==> src/rtl/imm_pkg.sv <==
`default_nettype none
// ============================================================================
// Module   : imm_pkg
// Brief    : Shared types and the immediate-format decoder for imm_gen_stage.
// Revision : 1.0 - initial release
// ============================================================================
package imm_pkg;

    // Widest immediate any configuration can ask for; callers take the low
    // DATA_WIDTH bits, which is still a correct sign extension.
    localparam int c_IMM_MAX_W = 64;

    typedef enum logic [2:0] {
        IMM_I = 3'd0,
        IMM_B = 3'd1,
        IMM_S = 3'd2,
        IMM_U = 3'd3,
        IMM_J = 3'd4
    } imm_src_e;

    // Max-width view of one buffered entry.
    typedef struct packed {
        logic [c_IMM_MAX_W-1:0] imm;
        logic [c_IMM_MAX_W-1:0] target;
        logic [c_IMM_MAX_W-1:0] pc;
        logic                   illegal;
    } imm_entry_t;

    // Sign bit is always instr[31]; reserved encodings yield zero.
    function automatic logic [c_IMM_MAX_W-1:0] imm_decode(input logic [31:0] instr,
                                                           input imm_src_e    src);
        logic [c_IMM_MAX_W-1:0] imm;
        case (src)
            IMM_I:   imm = {{52{instr[31]}}, instr[31:20]};
            IMM_B:   imm = {{51{instr[31]}}, instr[31], instr[7], instr[30:25],
                            instr[11:8], 1'b0};
            IMM_S:   imm = {{52{instr[31]}}, instr[31:25], instr[11:7]};
            IMM_U:   imm = {{32{instr[31]}}, instr[31:12], 12'b0};
            IMM_J:   imm = {{43{instr[31]}}, instr[31], instr[19:12], instr[20],
                            instr[30:21], 1'b0};
            default: imm = '0;
        endcase
        return imm;
    endfunction

    function automatic logic imm_is_reserved(input logic [2:0] src);
        return (src > 3'd4);
    endfunction

endpackage
`default_nettype wire

==> src/rtl/imm_skid_buf.sv <==
`default_nettype none
// ============================================================================
// Module   : imm_skid_buf
// Brief    : 2-entry valid/ready buffer (head + skid) with synchronous flush.
//            in_ready depends only on registered state.
// Revision : 1.0 - initial release
// ============================================================================
module imm_skid_buf
    import imm_pkg::*;
#(
    parameter int WIDTH = 8
) (
    input  logic             clk,
    input  logic             rst,
    input  logic             flush_i,
    input  logic             in_valid_i,
    output logic             in_ready_o,
    input  logic [WIDTH-1:0] in_data_i,
    output logic             out_valid_o,
    input  logic             out_ready_i,
    output logic [WIDTH-1:0] out_data_o
);

    logic             head_valid_q, head_valid_d;
    logic             skid_valid_q, skid_valid_d;
    logic [WIDTH-1:0] head_q, head_d;
    logic [WIDTH-1:0] skid_q, skid_d;
    logic             w_push;
    logic             w_pop;

    assign in_ready_o  = !skid_valid_q;
    assign out_valid_o = head_valid_q;
    assign out_data_o  = head_q;

    assign w_push = in_valid_i && !skid_valid_q;
    assign w_pop  = head_valid_q && out_ready_i;

    // Next-state: data registers only move on an actual load.
    always_comb begin
        head_valid_d = head_valid_q;
        skid_valid_d = skid_valid_q;
        head_d       = head_q;
        skid_d       = skid_q;
        if (flush_i) begin
            // Pop in this cycle counts as consumed; any push is dropped.
            head_valid_d = 1'b0;
            skid_valid_d = 1'b0;
        end else if (w_pop) begin
            if (skid_valid_q) begin
                // No push possible here: in_ready is low while skid is full.
                head_d       = skid_q;
                skid_valid_d = 1'b0;
            end else if (w_push) begin
                head_d = in_data_i;
            end else begin
                head_valid_d = 1'b0;
            end
        end else if (w_push) begin
            if (head_valid_q) begin
                skid_d       = in_data_i;
                skid_valid_d = 1'b1;
            end else begin
                head_d       = in_data_i;
                head_valid_d = 1'b1;
            end
        end
    end

    // State register; async reset clears data too so outputs read zero.
    always_ff @(posedge clk or posedge rst) begin
        if (rst) begin
            head_valid_q <= 1'b0;
            skid_valid_q <= 1'b0;
            head_q       <= '0;
            skid_q       <= '0;
        end else begin
            head_valid_q <= head_valid_d;
            skid_valid_q <= skid_valid_d;
            head_q       <= head_d;
            skid_q       <= skid_d;
        end
    end

endmodule
`default_nettype wire

==> src/rtl/imm_gen_stage.sv <==
`default_nettype none
// ============================================================================
// Module   : imm_gen_stage
// Brief    : Decode-stage immediate generator: format decode, sign extension,
//            PC + imm target, registered behind a 2-entry skid buffer.
// Revision : 1.0 - initial release
// ============================================================================
module imm_gen_stage
    import imm_pkg::*;
#(
    parameter int INSTR_WIDTH = 32,
    parameter int DATA_WIDTH  = 32,
    parameter int ADDR_WIDTH  = 32
) (
    input  logic                   clk,
    input  logic                   rst,
    input  logic                   flush,
    input  logic                   in_valid,
    output logic                   in_ready,
    input  logic [INSTR_WIDTH-1:0] instr,
    input  logic [ADDR_WIDTH-1:0]  pc,
    input  logic [2:0]             ImmSrc,
    output logic                   out_valid,
    input  logic                   out_ready,
    output logic [DATA_WIDTH-1:0]  ImmOp,
    output logic [ADDR_WIDTH-1:0]  PCTarget,
    output logic [ADDR_WIDTH-1:0]  out_pc,
    output logic                   imm_illegal
);

    localparam int c_PAYLOAD_W = DATA_WIDTH + 2 * ADDR_WIDTH + 1;

    if (INSTR_WIDTH != 32) begin : g_chk_instr_w
        $error("imm_gen_stage: INSTR_WIDTH must be 32");
    end
    if (DATA_WIDTH != 32 && DATA_WIDTH != 64) begin : g_chk_data_w
        $error("imm_gen_stage: DATA_WIDTH must be 32 or 64");
    end
    if (ADDR_WIDTH > DATA_WIDTH) begin : g_chk_addr_w
        $error("imm_gen_stage: ADDR_WIDTH must not exceed DATA_WIDTH");
    end

    logic [c_IMM_MAX_W-1:0] w_imm_full;
    logic [DATA_WIDTH-1:0]  w_imm;
    logic [ADDR_WIDTH-1:0]  w_target;
    logic                   w_illegal;
    logic [c_PAYLOAD_W-1:0] w_in_data;
    logic [c_PAYLOAD_W-1:0] w_out_data;
    logic [6:0]             w_unused_opcode;

    // Opcode bits never contribute to an immediate.
    assign w_unused_opcode = instr[6:0];

    assign w_imm_full = imm_decode(instr[31:0], imm_src_e'(ImmSrc));
    assign w_imm      = w_imm_full[DATA_WIDTH-1:0];
    assign w_illegal  = imm_is_reserved(ImmSrc);

    if (DATA_WIDTH < c_IMM_MAX_W) begin : g_imm_hi
        logic [c_IMM_MAX_W-DATA_WIDTH-1:0] w_unused_imm_hi;
        assign w_unused_imm_hi = w_imm_full[c_IMM_MAX_W-1:DATA_WIDTH];
    end

    // Target wraps modulo 2^ADDR_WIDTH without any flag.
    assign w_target = pc + w_imm[ADDR_WIDTH-1:0];

    assign w_in_data = {w_illegal, pc, w_target, w_imm};

    imm_skid_buf #(
        .WIDTH (c_PAYLOAD_W)
    ) u_buf (
        .clk         (clk),
        .rst         (rst),
        .flush_i     (flush),
        .in_valid_i  (in_valid),
        .in_ready_o  (in_ready),
        .in_data_i   (w_in_data),
        .out_valid_o (out_valid),
        .out_ready_i (out_ready),
        .out_data_o  (w_out_data)
    );

    assign {imm_illegal, out_pc, PCTarget, ImmOp} = w_out_data;

endmodule
`default_nettype wire

==> config.mk <==
export PLATFORM = sky130hd
export DESIGN_NAME = imm_gen_stage
export DESIGN_NICKNAME = d
export VERILOG_FILES = /design/src/rtl/imm_pkg.sv /design/src/rtl/imm_skid_buf.sv /design/src/rtl/imm_gen_stage.sv
export SDC_FILE = /design/constraint.sdc
export NUM_CORES = 1
export LEC_CHECK = 0
export BUFFER_PORTS_ARGS = -buffer_cell sky130_fd_sc_hd__buf_2
export CORE_MARGIN = 2
export CORE_UTILIZATION = 45
export DETAILED_ROUTE_END_ITERATION = 8
export GPL_TIMING_DRIVEN = 0
export PLACE_DENSITY = 0.66
export SYNTH_ARGS = -nofsm -noshare
export SYNTH_HDL_FRONTEND = slang
export SYNTH_SLANG_ARGS = --single-unit
export TNS_END_PERCENT = 10
==> constraint.sdc <==
create_clock -name clk -period 7.5 [get_ports clk]
set_input_delay 1.125 -clock clk [delete_from_list [all_inputs] [get_ports clk]]
set_output_delay 1.125 -clock clk [all_outputs]
set_load 0.05 [all_outputs]
==> qor.yml, run 1 <==
power:
  clkPwrFrac_pct: 25.6
  swShare_pct: 40.4
  power.density_nw_per_um2: 293
  p_leak_uw: 0.00589
  peakVddDrop_v: 0.000150
  seqPwrFrac_pct: 41.7
  p_switching_uw: 1390
  internal-power_uw: 2060
  combPwrFrac_pct: 32.6
final_layout:
  fillCellCount: 2119
  drive_gt1_share_pct: 14.9
  post-route-util_pct: 54.0
  layout.nets: 1501
  fin_cells: 1690
  mostFrequentLayoutCell: "nand2_1"
  antenna_cells: 0
  final_cell_mix: "nand2_1 (370), dfrtp_1 (196), buf_2 (162), a21oi_1 (96), nor2_1 (96)"
  area_delta_synth_final_pct: 17.5
floorplanning:
  coreArea_um2: 21800
  dieArea_um2: 23500
  rows: 54
  pin_count: 171
  dieWidth_um: 153
  initial_utilization_pct: 45.9
  die_y_um: 153
clocking:
  clock_latency_ns: 0.45
  cts_resized: 0
  cts_sinks: 196
  htreeDepth: 4
  cts-root-buf: "clkbuf_16"
  cts.clk_slew.worst_paths_ns: 0.08
  post_cts_buffers: 0
  clk_path_buf_depth: 2
  tritoncts: "built"
  cts_buffers: 17
  holdBufCountCts: 0
drt:
  drtIter0Drc: 776
  wl_per_cell_um: 18.3
  dr.pass1.iters: 6
  vias: 9106
  vias_per_cell: 5.39
  routed_wl_um: 31000
  drcViolationCount: 0
  ant_nets: 0
sta:
  hold_ws_ns: 0.473
  slew_headroom_pct: 22.5
  finalCritPeriodShare_pct: 65.7
  fin_crit_ns: 4.93
  finalHoldViolations: 0
  finalMaxSlewViolations: 0
  skew_ns: 0.0116
  rsz0062_at_grt: "no"
  finalSetupViolCount: 0
  setup_ws_ns: 2.57
  worst_slew_pin_slew_ns: 1.16
  max_freq_mhz: 203
placed_design:
  numPortBuffers: 162
  gp_congestion: 0.933
  pre_cts_ws_ns: 2.28
  hpwl_um: 23400
  dpl.cell_count: 1658
grt:
  grt_use_met2_pct: 41.0
  gr-total-overflow: 0
  track_usage_pct: 26.5
  grt_pass1_wl_um: 48600
  grt_util_met3_pct: 4.42
  grt_max_degree: 119
  grt_antenna_before_repair: 0
  grt_busiest_layer: "met2"
  grt_pass1_vias: 8654
  use_met1_pct: 38.2
setup_path:
  max_stage_delay_ns: 0.68
  rr_worst_depth: 6
  r2r_setup_slack_ns: 4.79
  rr_endpoint: "u_buf.out_data_o[91]$_DFFE_PP0P_"
  crit_buf_inv: 3
  cp_max_fo: 10
  end_kind: "flip-flop"
  start_kind: "primary input"
  crit_type: "in2reg"
  r2r-start: "u_buf.skid_valid_q$_DFFE_PP0P_"
  critPathRequiredTime_ns: 7.89
  crit_family: "simple AND/OR/NAND/NOR gates"
  cp_slowest_cell: "nor3_1"
  crit_path_cell_trace: "clkbuf_1 -> clkbuf_1 -> mux2i_1 -> nor3_1 -> ha_1 -> inv_1 -> fa_1 -> nor2b_1 -> o2111ai_1 -> nand4b_1 -> a41oi_1 -> nor2_1 -> a311oi_1 -> xnor2_1 -> nand3_1 -> nand3_1"
  critPathArrivalTime_ns: 5.31
hold_path:
  hold-path-endpoint: "u_buf.out_data_o[48]$_DFFE_PP0P_"
  hold_class: "reg2reg"
  hold_start: "u_buf.out_data_o[48]$_DFFE_PP0P_"
  hold_depth: 2
synthesis:
  synth_cells: 1215
  synth_ff_type: "dfrtp_1"
  synth_edf_count: 0
  ys.warnings.count: 0
  ys_types: 53
  avgSynthCellArea_um2: 8.25
  ys_async_sr_fraction_pct: 100
  ys_ff_latch: 196
  synth_fp_nets: 1319
  seq_area_frac_synth_pct: 48.9
  syn_area_um2: 10000
flow_run:
  drv_cap: 0
outcome:
  outcome: "finished, final reports clean"
-- worst max path at each step --
stage,startpoint,endpoint,slack (ns),cells past startpoint
after floorplan,rst,u_buf.out_data_o[0]$_DFFE_PP0P_,1.03,1
after global placement,rst,u_buf.skid_q[77]$_DFFE_PP0P_,-1.34,2
after detailed placement,ImmSrc[2],u_buf.out_data_o[62]$_DFFE_PP0P_,2.28,16
after CTS,ImmSrc[1],u_buf.out_data_o[58]$_DFFE_PP0P_,2.72,16
after global routing,ImmSrc[1],u_buf.out_data_o[58]$_DFFE_PP0P_,2.37,16
final,ImmSrc[1],u_buf.out_data_o[48]$_DFFE_PP0P_,2.57,16
-- layer usage --
layer	wire (µm)	vias to the layer above
li1	-	4436
met1	14300	4311
met2	14000	317
met3	1930	42
met4	776	0
met5	0	-
-- synth_stat cells (2+ instances only) --
cell	number	area (µm²)
o32ai_1	3	26.3
o21a_1	6	45.0
mux2i_1	9	90.1
ha_1	31	388
nor2b_1	6	37.5
a21oi_2	2	17.5
nand2b_1	5	31.3
a211o_1	2	17.5
nand3b_1	2	15.0
xor2_1	10	87.6
and3_1	12	75.1
a21oi_1	96	480
clkbuf_1	59	221
buf_1	13	48.8
dfrtp_1	196	4900
a31oi_1	53	332
nor3b_1	2	15.0
and2_1	2	12.5
a21o_1	8	60.1
nor3_1	5	25.0
a211oi_1	3	22.5
o21ai_0	88	440
nand3_1	28	140
inv_1	41	154
nor2_1	96	360
o21ai_1	11	55.1
nand4_1	2	12.5
nand2_1	370	1390
or3_1	3	18.8
mux2_2	5	56.3
or2_2	2	12.5
o21bai_1	4	30.0
xnor2_1	20	175
-- worst register-to-register path, cell delays in order, from the launching register on --
cell,delay [ns]
dfrtp_1,0.44
inv_2,0.07
nand2_1,0.11
a211oi_1,0.64
clkbuf_1,0.55
clkbuf_1,0.59
a31oi_1,0.16
-- cell families after synthesis --
logic type,synth area share (%)
fa+ha+maj,4.07
simple gates,21.7
flops,48.9
compound gates,17.0
xor+xnor,2.62
mux,1.46
buf+inv,4.27
-- final cells by class --
class / count / area [µm²] / share of cell area (%)
Inverter: 42 / 165 / 1.40
Tap cell: 280 / 350 / 2.97
Multi-Input combinational cell: 905 / 4690 / 39.8
Clock inverter: 11 / 97.6 / 0.829
Timing Repair Buffer: 163 / 838 / 7.12
Buffer: 72 / 270 / 2.29
Sequential cell: 196 / 4900 / 41.6
Clock buffer: 21 / 460 / 3.91
-- state kept, by name (all words and copies together) (netlist names) --
name,cells
u_buf.out_data_o,97
u_buf.out_valid_o,1
u_buf.skid_valid_q,1
u_buf.skid_q,97
-- power by group through the flow --
stage	clock network, µW	logic [µW]	registers, µW
final	883	1130	1440
after global placement	0	1110	1450
after CTS	892	1130	1440
after global routing	933	1220	1470
after detailed placement	0	1120	1460
after floorplan	0	430	1830
-- metrics by stage --
stage          power (µW)  instance area (µm²)  setup TNS, ns
6_report             3450                11800              0
5_1_grt              3620                11800              0
3_5_place_dp         2580                11200              0
2_1_floorplan        2260                10000              0
4_1_cts              3460                11800              0
3_3_place_gp         2560                11200        -257.90
No activity file was read; power rests on OpenSTA's default activity.
==> run 2, diff against run 1 <==
--- a/config.mk
+++ b/config.mk
@@ -10,7 +10,7 @@
 export CORE_UTILIZATION = 45
 export DETAILED_ROUTE_END_ITERATION = 8
 export GPL_TIMING_DRIVEN = 0
-export PLACE_DENSITY = 0.66
+export PLACE_DENSITY = 0.69
 export SYNTH_ARGS = -nofsm -noshare
 export SYNTH_HDL_FRONTEND = slang
 export SYNTH_SLANG_ARGS = --single-unit
==> constraint.sdc (replaced) <==
create_clock -name clk -period 4.1 [get_ports clk]
set_input_delay 0.615 -clock clk [delete_from_list [all_inputs] [get_ports clk]]
set_output_delay 0.615 -clock clk [all_outputs]
set_load 0.05 [all_outputs]
==> qor.yml, run 2 (synthesis results as in run 1) <==
outcome:
  outcome: "finished, final reports clean"
setup_path:
  crit_top_cell: "nand3_1"
  critPathArrivalTime_ns: 4.44  # -0.87 ns
  r2r-start: "u_buf.out_valid_o$_DFFE_PP0P_"
  start_kind: "primary input"
  rr_worst_depth: 5  # -1
  cp_max_fo: 10  # unchanged
  end_kind: "flip-flop"
  cp_slowest_cell: "o32ai_1"
  max_stage_delay_ns: 0.93  # +0.25 ns
  crit_path_start: "ImmSrc[0]"
  critPathRequiredTime_ns: 4.48  # -3.41 ns
  rr_endpoint: "u_buf.out_data_o[50]$_DFFE_PP0P_"
  cp-endpoint: "u_buf.out_data_o[63]$_DFFE_PP0P_"
  crit_type: "in2reg"
  r2r_setup_slack_ns: 1.37  # -3.42 ns
  crit_path_cell_trace: "buf_2 -> clkbuf_2 -> nand2b_1 -> o32ai_1 -> ha_1 -> nand3_1 -> o211ai_2 -> a31o_4 -> a41oi_4 -> o22a_4 -> o21ai_2 -> a211o_1 -> or3b_1 -> nand3_1"
clocking:
  tritoncts: "built"
  htreeDepth: 4  # unchanged
  clock_latency_ns: 0.44  # about the same
  cts_sinks: 196  # unchanged
  cts_buffers: 17  # unchanged
  clk_path_buf_depth: 2  # unchanged
  cts.clk_slew.worst_paths_ns: 0.07  # about the same
  cts-root-buf: "clkbuf_16"
floorplanning:
  coreArea_um2: 21800  # unchanged
  die_y_um: 153  # unchanged
  pin_count: 171  # unchanged
  initial_utilization_pct: 45.9  # unchanged
  dieArea_um2: 23500  # unchanged
  dieWidth_um: 153  # unchanged
  rows: 54  # unchanged
final_layout:
  fillCellCount: 2101  # -0.85%
  seq_area_um2: 4900  # unchanged
  multi_input_area_um2: 4720  # +0.61%
  mostFrequentLayoutCell: "nand2_1"
  drive_gt1_share_pct: 15.9  # +1.0 points
  area_delta_synth_final_pct: 18.6
  layout.nets: 1505  # +0.27%
  post-route-util_pct: 54.5  # +0.51 points
  final_cell_mix: "nand2_1 (370), dfrtp_1 (196), buf_2 (162), nor2_1 (96), a21oi_1 (95)"
placed_design:
  pre_cts_ws_ns: -0.524  # -2.80 ns
  gp_congestion: 0.944  # +1.2%
  hpwl_um: 23500  # +0.36%
  numPortBuffers: 162  # unchanged
sta:
  fin_crit_ns: 4.07
  worst_slew_pin_slew_ns: 1.11  # -0.0455 ns
  finalCritPeriodShare_pct: 99.2
  rsz0062_at_grt: "no"
  finalSetupViolCount: 0  # unchanged
  slew_headroom_pct: 25.5  # +3.0 points
  skew_ns: 0.00954  # -0.00209 ns
  finalMaxSlewViolations: 0  # unchanged
  setup_ws_ns: 0.0347  # -2.54 ns
  max_freq_mhz: 246
  finalHoldViolations: 0  # unchanged
grt:
  grt_antenna_before_repair: 2  # +2
  track_usage_pct: 26.4  # -0.13 points
  grt_pass1_vias: 8814  # +1.8%
  gr-total-overflow: 0  # unchanged
  grt_pass1_wl_um: 48300  # -0.47%
  grt_max_degree: 42  # -65%
hold_path:
  hold_class: "in2async"
drt:
  wl_per_cell_um: 18.1  # -1.2%
  drcViolationCount: 0  # unchanged
  vias: 9321  # +2.4%
  ant_nets: 0  # unchanged
  dr.pass1.iters: 8  # +2
  vias_per_cell: 5.50  # +2.1%
  routed_wl_um: 30700  # -1.0%
  drtIter0Drc: 716  # -7.7%
power:
  seqPwrFrac_pct: 41.6  # about the same
  internal-power_uw: 3790  # +84%
  p_switching_uw: 2560  # +84%
  combPwrFrac_pct: 32.6  # about the same
  p_leak_uw: 0.00595  # +1.0%
  clkPwrFrac_pct: 25.8  # +0.2 points
  peakVddDrop_v: 0.000283  # +89%
  swShare_pct: 40.3  # -0.089 points
  power.density_nw_per_um2: 534  # +82%
flow_run:
  drv_cap: 0  # unchanged
run 2: layout make-up:
type                            count  share of cell area (%)
Sequential cell                   196                    41.3
Multi-Input combinational cell    905                    39.7
Timing Repair Buffer              167                    7.66
Clock buffer                       21                    3.96
Tap cell                          280                    2.95
Buffer                             72                    2.34
Inverter                           42                    1.36
Clock inverter                     10                   0.768
Antenna cell                        1                  0.0211
run 2: worst min path at each step:
| stage | startpoint | to | slack [ns] | cells after the start |
|---|---|---|---|---|
| 2_1_floorplan | u_buf.skid_q[50]$_DFFE_PP0P_ | u_buf.skid_q[50]$_DFFE_PP0P_ | 0.44 | 2 |
| 3_3_place_gp | u_buf.skid_q[50]$_DFFE_PP0P_ | u_buf.skid_q[50]$_DFFE_PP0P_ | 0.45 | 2 |
| 3_5_place_dp | u_buf.skid_q[50]$_DFFE_PP0P_ | u_buf.skid_q[50]$_DFFE_PP0P_ | 0.46 | 2 |
| 4_1_cts | rst | u_buf.skid_valid_q$_DFFE_PP0P_ | 0.24 | 2 |
| 5_1_grt | rst | u_buf.skid_valid_q$_DFFE_PP0P_ | 0.26 | 2 |
| 6_report | rst | u_buf.skid_valid_q$_DFFE_PP0P_ | 0.23 | 2 |
run 2: metal layers:
| metal | part of all wire, % | GRT usage [%] | vias to the layer above | wire, µm |
|---|---|---|---|---|
| met4 | 3.0 | 9.35 | 2 | 909 |
| li1 | - | - | 4447 | - |
| met3 | 7.3 | 5.47 | 61 | 2250 |
| met1 | 44 | 37.2 | 4393 | 13600 |
| met2 | 45 | 40.6 | 418 | 13900 |
| met5 | 0.042 | 0 | - | 13 |
run 2: power groups by stage:
stage          Combinational, µW  Sequential (µW)  Clock [µW]
2_1_floorplan                786             3350           0
3_3_place_gp                2010             2660           0
3_5_place_dp                2060             2680           0
4_1_cts                     2070             2640        1650
5_1_grt                     2240             2700        1740
6_report                    2070             2640        1640
run 2: critical path, delay by kind of cell:
family / cells / cell delay (ns)
compound gates: 7 / 2.27
fa+ha+maj: 1 / 0.45
buf+inv: 2 / 0.30
simple gates: 4 / 0.80
run 2: timing repair:
action                                  in CTS  in global routing
buffers inserted                             0                  0
resized for setup                            2                 14
endpoints found under the setup margin       9                 31
pin swaps                                    0                  0
gates cloned                                 0                  0
hold buffers                                 0                  0
run 2: per-stage QoR:
stage / power (µW) / cell area [µm²] / hold WS (ns) / cells / setup TNS (ns)
2_1_floorplan: 4130 / 10000 / 0.439 / 1215 / 0
3_3_place_gp: 4670 / 11200 / 0.454 / 1657 / -68.76
3_5_place_dp: 4730 / 11300 / 0.456 / 1662 / -12.43
4_1_cts: 6350 / 11900 / 0.238 / 1693 / -0.0395
5_1_grt: 6670 / 11900 / 0.264 / 1693 / 0
6_report: 6350 / 11900 / 0.232 / 1694 / 0
